===== src/rtl/sw_event_capture_if.sv =====
// rtl/sw_event_capture_if.sv - switch event stream: valid/ready handshake with index and level
interface sw_event_capture_if;
    logic       ev_valid;
    logic       ev_ready;
    logic [3:0] ev_idx;
    logic       ev_level;

    modport master (
        output ev_valid,
        output ev_idx,
        output ev_level,
        input  ev_ready
    );

    modport slave (
        input  ev_valid,
        input  ev_idx,
        input  ev_level,
        output ev_ready
    );
endinterface


===== src/rtl/sw_event_capture.sv =====
// rtl/sw_event_capture.sv - 16-switch synchronize/debounce with queued change events
// Macro SW_EVENT_FIFO_EN: defined -> 4-entry event FIFO, undefined -> single holding register.
module sw_event_capture #(
    parameter int DEBOUNCE_CYCLES = 1_000_000
) (
    input  logic                clk,
    input  logic                reset,
    input  logic [15:0]         sw,
    output logic [15:0]         sw_level,
    output logic                busy,
    sw_event_capture_if.master  ev
);

    localparam int CW = $clog2(DEBOUNCE_CYCLES + 1);
`ifdef SW_EVENT_FIFO_EN
    localparam int DEPTH = 4;
`else
    localparam int DEPTH = 1;
`endif

    typedef logic [4:0] entry_t;

    logic [15:0]    s1_q, s2_q;
    logic [15:0]    level_q, level_d;
    logic [15:0]    pend_q, pend_d;
    logic [15:0]    commit;
    logic [CW-1:0]  cnt_q [16];
    logic [CW-1:0]  cnt_d [16];
    entry_t         qd_q [DEPTH];
    entry_t         qd_d [DEPTH];
    logic [DEPTH-1:0] qv_q, qv_d;
    logic           busy_q, busy_d;

    logic           pop, push, can_accept, placed;
    logic [3:0]     push_idx;
    entry_t         push_entry;

    // A counter only runs while the synchronized level disagrees with the accepted one.
    always_comb begin
        level_d = level_q;
        commit  = '0;
        for (int i = 0; i < 16; i++) begin
            cnt_d[i] = '0;
            if (s2_q[i] != level_q[i]) begin
                if (cnt_q[i] == CW'(DEBOUNCE_CYCLES - 1)) begin
                    level_d[i] = s2_q[i];
                    commit[i]  = 1'b1;
                end else begin
                    cnt_d[i] = cnt_q[i] + CW'(1);
                end
            end
        end
    end

    // Queue is kept head-aligned: entry 0 is always the head, free slots hold zero.
    always_comb begin
        pop        = qv_q[0] && ev.ev_ready;
        can_accept = !qv_q[DEPTH-1] || pop;

        push_idx = '0;
        for (int i = 15; i >= 0; i--) begin
            if (pend_q[i]) push_idx = 4'(i);
        end
        push       = (|pend_q) && can_accept;
        push_entry = {push_idx, level_q[push_idx]};

        qv_d = qv_q;
        qd_d = qd_q;
        if (pop) begin
            for (int k = 0; k < DEPTH - 1; k++) begin
                qv_d[k] = qv_q[k+1];
                qd_d[k] = qd_q[k+1];
            end
            qv_d[DEPTH-1] = 1'b0;
            qd_d[DEPTH-1] = '0;
        end

        placed = 1'b0;
        for (int k = 0; k < DEPTH; k++) begin
            if (push && !placed && !qv_d[k]) begin
                qv_d[k] = 1'b1;
                qd_d[k] = push_entry;
                placed  = 1'b1;
            end
        end

        // A re-commit on the bit being pushed keeps it pending so the newer level is queued too.
        pend_d = pend_q;
        if (push) pend_d[push_idx] = 1'b0;
        pend_d = pend_d | commit;
        busy_d = |pend_d;
    end

    always_ff @(posedge clk or posedge reset) begin
        if (reset) begin
            s1_q    <= '0;
            s2_q    <= '0;
            level_q <= '0;
            pend_q  <= '0;
            busy_q  <= 1'b0;
            qv_q    <= '0;
            for (int i = 0; i < 16; i++) cnt_q[i] <= '0;
            for (int k = 0; k < DEPTH; k++) qd_q[k] <= '0;
        end else begin
            s1_q    <= sw;
            s2_q    <= s1_q;
            level_q <= level_d;
            pend_q  <= pend_d;
            busy_q  <= busy_d;
            qv_q    <= qv_d;
            for (int i = 0; i < 16; i++) cnt_q[i] <= cnt_d[i];
            for (int k = 0; k < DEPTH; k++) qd_q[k] <= qd_d[k];
        end
    end

    assign sw_level    = level_q;
    assign busy        = busy_q;
    assign ev.ev_valid = qv_q[0];
    assign ev.ev_idx   = qd_q[0][4:1];
    assign ev.ev_level = qd_q[0][0];

endmodule


===== src/flat_wrapper.sv =====
// flat-port wrapper written by rule: the top's interface ports become plain ports
module sw_event_capture_flat 
#(
    parameter int DEBOUNCE_CYCLES = 1_000_000
)
  (clk, reset, sw, sw_level, busy, ev_ev_valid, ev_ev_idx, ev_ev_level, ev_ev_ready);
  sw_event_capture_if ev_i ();
  input  logic clk;
  input  logic reset;
  input  logic [15:0] sw;
  output logic [15:0] sw_level;
  output logic busy;
  output wire logic [$bits(ev_i.ev_valid)-1:0] ev_ev_valid;
  output wire logic [$bits(ev_i.ev_idx)-1:0] ev_ev_idx;
  output wire logic [$bits(ev_i.ev_level)-1:0] ev_ev_level;
  input wire logic [$bits(ev_i.ev_ready)-1:0] ev_ev_ready;
  assign ev_ev_valid = ev_i.ev_valid;
  assign ev_ev_idx = ev_i.ev_idx;
  assign ev_ev_level = ev_i.ev_level;
  assign ev_i.ev_ready = ev_ev_ready;
  sw_event_capture #(.DEBOUNCE_CYCLES(DEBOUNCE_CYCLES)) u_core (.clk(clk), .reset(reset), .sw(sw), .sw_level(sw_level), .busy(busy), .ev(ev_i));
endmodule

===== config.mk =====
export PLATFORM = sky130hd
export DESIGN_NAME = sw_event_capture_flat
export DESIGN_NICKNAME = d
export VERILOG_FILES = /design/src/rtl/sw_event_capture_if.sv /design/src/rtl/sw_event_capture.sv /design/src/flat_wrapper.sv
export SDC_FILE = /design/constraint.sdc
export NUM_CORES = 1
export LEC_CHECK = 0
export ABC_AREA = 1
export CAP_MARGIN = 5
export CORE_ASPECT_RATIO = 1.4
export CORE_MARGIN = 3
export CORE_UTILIZATION = 35
export DETAILED_ROUTE_END_ITERATION = 10
export PLACE_DENSITY = 0.61
export SYNTH_ARGS = -nofsm -noshare
export SYNTH_HDL_FRONTEND = slang
export SYNTH_SLANG_ARGS = --single-unit

===== constraint.sdc =====
create_clock -name clk -period 35.4 [get_ports clk]
set_input_delay 5.31 -clock clk [delete_from_list [all_inputs] [get_ports clk]]
set_output_delay 5.31 -clock clk [all_outputs]
set_load 0.005 [all_outputs]

==> results of run 1 <==
[Yosys cell counts (7+ instances only)]
cell	number	area, µm²
xnor2_1	48	420
inv_1	295	1110
dfrtp_1	391	9780
nor2_2	39	244
o21bai_1	10	75.1
nand2_2	12	75.1
nor3_2	25	250
nand4_1	50	313
nor4_1	33	206
clkbuf_1	10	37.5
ha_1	16	200
nor3_1	110	551
o21a_1	12	90.1
nor2_1	282	1060
inv_2	20	75.1
o21ai_0	41	205
nand3_1	122	611
a31oi_1	16	100
or2_1	7	43.8
nor2_4	14	158
nand2_1	258	968
clkinv_1	8	30.0
a21oi_1	149	746
nor3b_1	51	383
and3_1	15	93.8
nand3_2	9	90.1
xor2_1	24	210
a211oi_1	21	158
[area by class of cell]
cell class | instances | area share (%)
repair buffers | 45 | 2.11
multi-input cells | 1411 | 36.0
flip-flops and latches | 391 | 45.5
clock inverters | 20 | 0.874
well taps | 707 | 4.12
clock buffers | 56 | 5.67
inverters | 323 | 5.68
[final timing paths]
kind | depth (start not counted) | endpoint | startpoint | slack [ns]
worst max-delay path | 4 | u_core.s1_q[0] | reset | 28.00
worst min register to register | 0 | u_core.s2_q[15] | u_core.s1_q[15] | 0.34
min in group asynchronous | 2 | u_core.s1_q[5] | reset | 5.20
worst min-delay path | 0 | u_core.s2_q[15] | u_core.s1_q[15] | 0.34
max in group clk | 1 | sw_level[7] | u_core.sw_level[7] | 28.54
worst max register to register | 16 | u_core.busy | u_core.pend_q[14] | 32.62
[metrics by stage]
stage / instance area, µm² / instances / util (%) / setup WS, ns
CTS: 21500 / 2953 / 40.8 / 27.88
global placement: 20100 / 2877 / 38.1 / 27.32
finish: 21500 / 2953 / 40.8 / 28.00
detailed placement: 20100 / 2877 / 38.1 / 27.27
global route: 21500 / 2953 / 40.8 / 27.59
floorplan: 18800 / 2144 / - / 19.22
[layer usage]
metal / vias to the layer above / share of wire, % / global-route usage, %
li1: 7235 / - / -
met3: 63 / 3.9 / 2.90
met5: - / 0 / 0
met2: 190 / 51 / 26.1
met1: 6960 / 42 / 16.5
met4: 0 / 3.0 / 5.30
[where the power goes]
group          switching [mW]  total [mW]  internal (mW)
logic                  0.0936       0.140         0.0469
clock network           0.182       0.446          0.264
registers             0.00891       0.469          0.460
total                   0.284        1.06          0.772
[state kept, by name, indices dropped and copies added (netlist names)]
signal and cells:
u_core.cnt_q 320, u_core.pend_q 16, u_core.s1_q 16, u_core.s2_q 16, u_core.sw_level 16, u_core.qd_q 5
u_core.busy 1, u_core.ev.ev_valid 1
[logic make-up (layout without fill, tap and decap cells)]
kind of cell | Yosys count | after routing | share of synthesized area, %
muxes | 1 | 1 | 0.0598
AOI/OAI and AO/OA | 267 | 267 | 8.02
buffers and inverters | 342 | 444 | 6.91
DFF | 391 | 391 | 52.0
adders and majority gates | 16 | 16 | 1.06
xor gates and xnor gates | 72 | 72 | 3.35
and+or+nand+nor | 1055 | 1055 | 28.6
==> flow_summary.json, run 1 <==
{
  "cts.sinks": 391,
  "die_w_um": 202,
  "yosysUniqueCellTypes": 48,
  "grt_use_total_pct": 14.3,
  "start_kind": "primary input",
  "drive_gt1_share_pct": 10.1,
  "netlist_area_mm2": 0.0188,
  "path_max_fanout": 75,
  "cp_slowest_cell": "buf_4",
  "cpPeakStageDelay_ns": 0.82,
  "io_pins": 42,
  "final.setup.tns_ns": 0,
  "fmax_mhz": 135,
  "yosysWarnings": 0,
  "synth_top_flop_cell": "dfrtp_1",
  "hold_violations": 0,
  "cts_max_path_buffers": 3,
  "gr-total-overflow": 0,
  "detail_route.wl_per_cell_um": 13.5,
  "multi_input_area_mm2": 0.00774,
  "powerDensity_mw_per_mm2": 49.2,
  "numPortBuffers": 41,
  "firstDrtPassIters": 5,
  "critPathCaptureType": "asynchronous set/reset pin",
  "finalPower_mw": 1.06,
  "drv_slew": 0,
  "setup_viol": 0,
  "rsz0062_at_grt": "no",
  "cts_root_buf": "clkbuf_16",
  "grt_start_max_net_pins": 178,
  "synth-edff-count": 0,
  "cts_resized": 0,
  "drv_cap": 0,
  "ant_nets": 0,
  "critical_path.top_delay_family": "buffers and inverters",
  "yosys_register_bits": 391,
  "cts_tree": "done",
  "max-slew-margin-rel_pct": 37.8,
  "cts_buffers": 43,
  "dp_hpwl_um": 28500,
  "crit_top_cell": "buf_4",
  "timing.final.crit_share_pct": 20.9,
  "fin_nets": 2250,
  "postCtsHoldBufs": 0,
  "vias_per_cell": 4.89,
  "drt_iter0_drc": 774,
  "final_common_cell": "dfrtp_1",
  "wl_um": 39700,
  "seq_area_mm2": 0.00978,
  "worstSetupPathType": "primary input to asynchronous set/reset pin",
  "path_cells": "clkdlybuf4s50_1 -> inv_8 -> buf_4 -> buf_4",
  "syn_avg_cell_area_um2": 8.78,
  "core_area_mm2": 0.0526,
  "ys_seq_area_share_pct": 52.0,
  "tightest_slew_ns": 0.933,
  "start_util_pct": 35.8,
  "synthCells": 2144,
  "clk_latency_ns": 0.56,
  "route.detailed.drc": 0,
  "holdCritPathClass": "register to register",
  "diodes": 0,
  "antenna_found_initial": 0,
  "fin_crit_ns": 7.40,
  "hold_slack_ns": 0.343,
  "final.fill_count": 5170,
  "cts_setup_buffers": 0,
  "worstPathRequired_ns": 35.97,
  "final.setup_skew_ns": 0.0193,
  "clk_pin_slew_ns": 0.06,
  "status": "finished clean",
  "final_cell_mix": "dfrtp_1 (391), inv_1 (294), nor2_1 (282)",
  "grt_pass1_vias": 15000,
  "place.gp.congestion": 0.816,
  "fp.dieH_um": 280,
  "fp.dieArea_mm2": 0.0566,
  "critPathArrivalTime_ns": 7.97,
  "p_leak_nw": 9.22,
  "grt_pass1_wl_um": 68400,
  "vdd_drop_max_v": 0.0000390,
  "async_flop_share_pct": 100,
  "cts_max_level": 2,
  "vias": 14400,
  "area_delta_synth_final_pct": 14.1,
  "num_rows": 99,
  "worstPathBufferInverterCount": 4,
  "syn-num-nets": 2179
}
Power figures use the tool's default switching activity.
==> run 2, diff against run 1 <==
- PLACE_DENSITY: 0.61 -> 0.63
- clock period: 35.4 -> 6 ns (I/O delays scaled with it)
==> run 2 against run 1 <==
  * Critical path depth grew 11
  * Clock skew increased by 0.00061 ns
  * Critical path type is now register to register
  * Hold slack gained 0.0054 ns
  * Global-route usage fell by 0.68 points
  * Largest power group unchanged
  * Final cell count decreased by 0.14%
==> flow_summary.json, run 2 (synthesis gave the netlist of run 1 again) <==
{
  "firstDrtPassIters": 5,
  "postCtsHoldBufs": 0,
  "multi_input_area_mm2": 0.00774,
  "layout_setup_ws_ns": 3.16,
  "core_area_mm2": 0.0526,
  "reg2reg_slack_ns": 3.16,
  "num_rows": 99,
  "drive_gt1_share_pct": 9.63,
  "design_area_mm2": 0.0214,
  "place.gp.congestion": 0.848,
  "cts_setup_buffers": 0,
  "start_kind": "register",
  "cts_root_buf": "clkbuf_16",
  "seq_area_mm2": 0.00978,
  "worst_r2r_path_depth": 15,
  "vias": 14400,
  "vias_per_cell": 4.88,
  "hp-start": "u_core.s1_q[14]",
  "fin_nets": 2247,
  "clk_latency_ns": 0.54,
  "grt_pass1_vias": 14500,
  "grt_start_max_net_pins": 162,
  "io_pins": 42,
  "timing.final.crit_share_pct": 47.3,
  "holdCritPathClass": "register to register",
  "place_worst_setup_slack_ns": 3.14,
  "cts_max_path_buffers": 3,
  "tightest_slew_ns": 1.01,
  "grt_pass1_wl_um": 66200,
  "p_leak_nw": 9.16,
  "area_delta_synth_final_pct": 13.7,
  "r2r-end": "u_core.busy",
  "wl_um": 38500,
  "drv_slew": 0,
  "vdd_drop_max_v": 0.000165,
  "diodes": 0,
  "max-slew-margin-rel_pct": 33.0,
  "path_max_fanout": 13,
  "grt_use_total_pct": 13.6,
  "largest_reg_flops": 320,
  "final_common_cell": "dfrtp_1",
  "cts_resized": 0,
  "critPathArrivalTime_ns": 3.25,
  "gr-total-overflow": 0,
  "final.setup_skew_ns": 0.0199,
  "dp_hpwl_um": 27700,
  "worstHoldPathCells": 0,
  "route.detailed.drc": 0,
  "status": "finished clean",
  "hold_violations": 0,
  "start_util_pct": 35.8,
  "fp.dieH_um": 280,
  "antenna_found_initial": 0,
  "setup_viol": 0,
  "final.fill_count": 5144,
  "cts.sinks": 391,
  "hold_end": "u_core.s2_q[14]",
  "fp.dieArea_mm2": 0.0566,
  "detail_route.wl_per_cell_um": 13.0,
  "fin_crit_ns": 2.84,
  "drv_cap": 0,
  "timing.rr.start": "u_core.pend_q[14]",
  "fmax_mhz": 353,
  "worstPathRequired_ns": 6.42,
  "die_w_um": 202,
  "numPortBuffers": 41,
  "powerDensity_mw_per_mm2": 284,
  "place_area_mm2": 0.0201,
  "critPathCaptureType": "register",
  "cts_tree": "done",
  "clk_pin_slew_ns": 0.07,
  "drt_iter0_drc": 723,
  "cts_max_level": 2,
  "ant_nets": 0,
  "rsz0062_at_grt": "no",
  "final_cell_mix": "dfrtp_1 (391), inv_1 (294), nor2_1 (282)",
  "worstSetupPathType": "register to register",
  "cts_buffers": 40,
  "regMostFlops": "u_core.cnt_q"
}
[run 2: worst max-delay path by stage]
stage	slack (ns)	cells past startpoint	start	end
4_1_cts	3.22	15	u_core.pend_q[14]	u_core.busy
6_report	3.16	15	u_core.pend_q[14]	u_core.busy
3_5_place_dp	3.14	12	ev_ev_ready	u_core.busy
2_1_floorplan	-0.16	1	reset	u_core.busy
5_1_grt	2.89	15	u_core.pend_q[14]	u_core.busy
3_3_place_gp	3.14	12	ev_ev_ready	u_core.busy
[run 2: through the flow]
stage	hold WS, ns	power, mW	cells	setup TNS, ns	utilization [%]
2_1_floorplan	0.331	3.39	2144	-62.51	-
3_3_place_gp	0.337	3.61	2877	0	38.2
3_5_place_dp	0.335	3.62	2877	0	38.2
4_1_cts	0.351	6.17	2949	0	40.6
5_1_grt	0.355	6.39	2949	0	40.6
6_report	0.348	6.08	2949	0	40.6
[run 2: routing by layer]
| layer | wire (µm) | GRT usage (%) | part of all wire (%) |
|---|---|---|---|
| met2 | 19300 | 24.6 | 50 |
| met4 | 1130 | 4.85 | 2.9 |
| met3 | 1100 | 1.90 | 2.9 |
| met1 | 16900 | 16.6 | 44 |
| met5 | 0 | 0 | 0 |
[run 2: power breakdown]
part | leakage (nW) | switching, mW | internal (mW)
clock | 0.634 | 1.04 | 1.47
sequential | 5.33 | 0.0485 | 2.72
combinational | 3.19 | 0.537 | 0.271
[run 2: layout make-up]
| type | count | share of cell area, % |
|---|---|---|
| flip-flops and latches | 391 | 45.7 |
| multi-input cells | 1411 | 36.2 |
| inverters | 323 | 5.68 |
| clock buffers | 59 | 5.39 |
| well taps | 707 | 4.13 |
| repair buffers | 45 | 2.18 |
| clock inverters | 13 | 0.725 |
[run 2: worst max-delay path, cell delays in order, from the launching register on]
cell	delay, ns
dfrtp_1	0.35
inv_1	0.06
nand2_1	0.09
nand3_1	0.08
nand3_1	0.08
nand3_1	0.07
nand3_1	0.07
nand2_1	0.05
a21oi_1	0.77
nand3_1	0.29
o21ai_0	0.22
o21ai_0	0.14
nor2_1	0.13
nand3_1	0.09
nor2_1	0.15
nand2_1	0.07
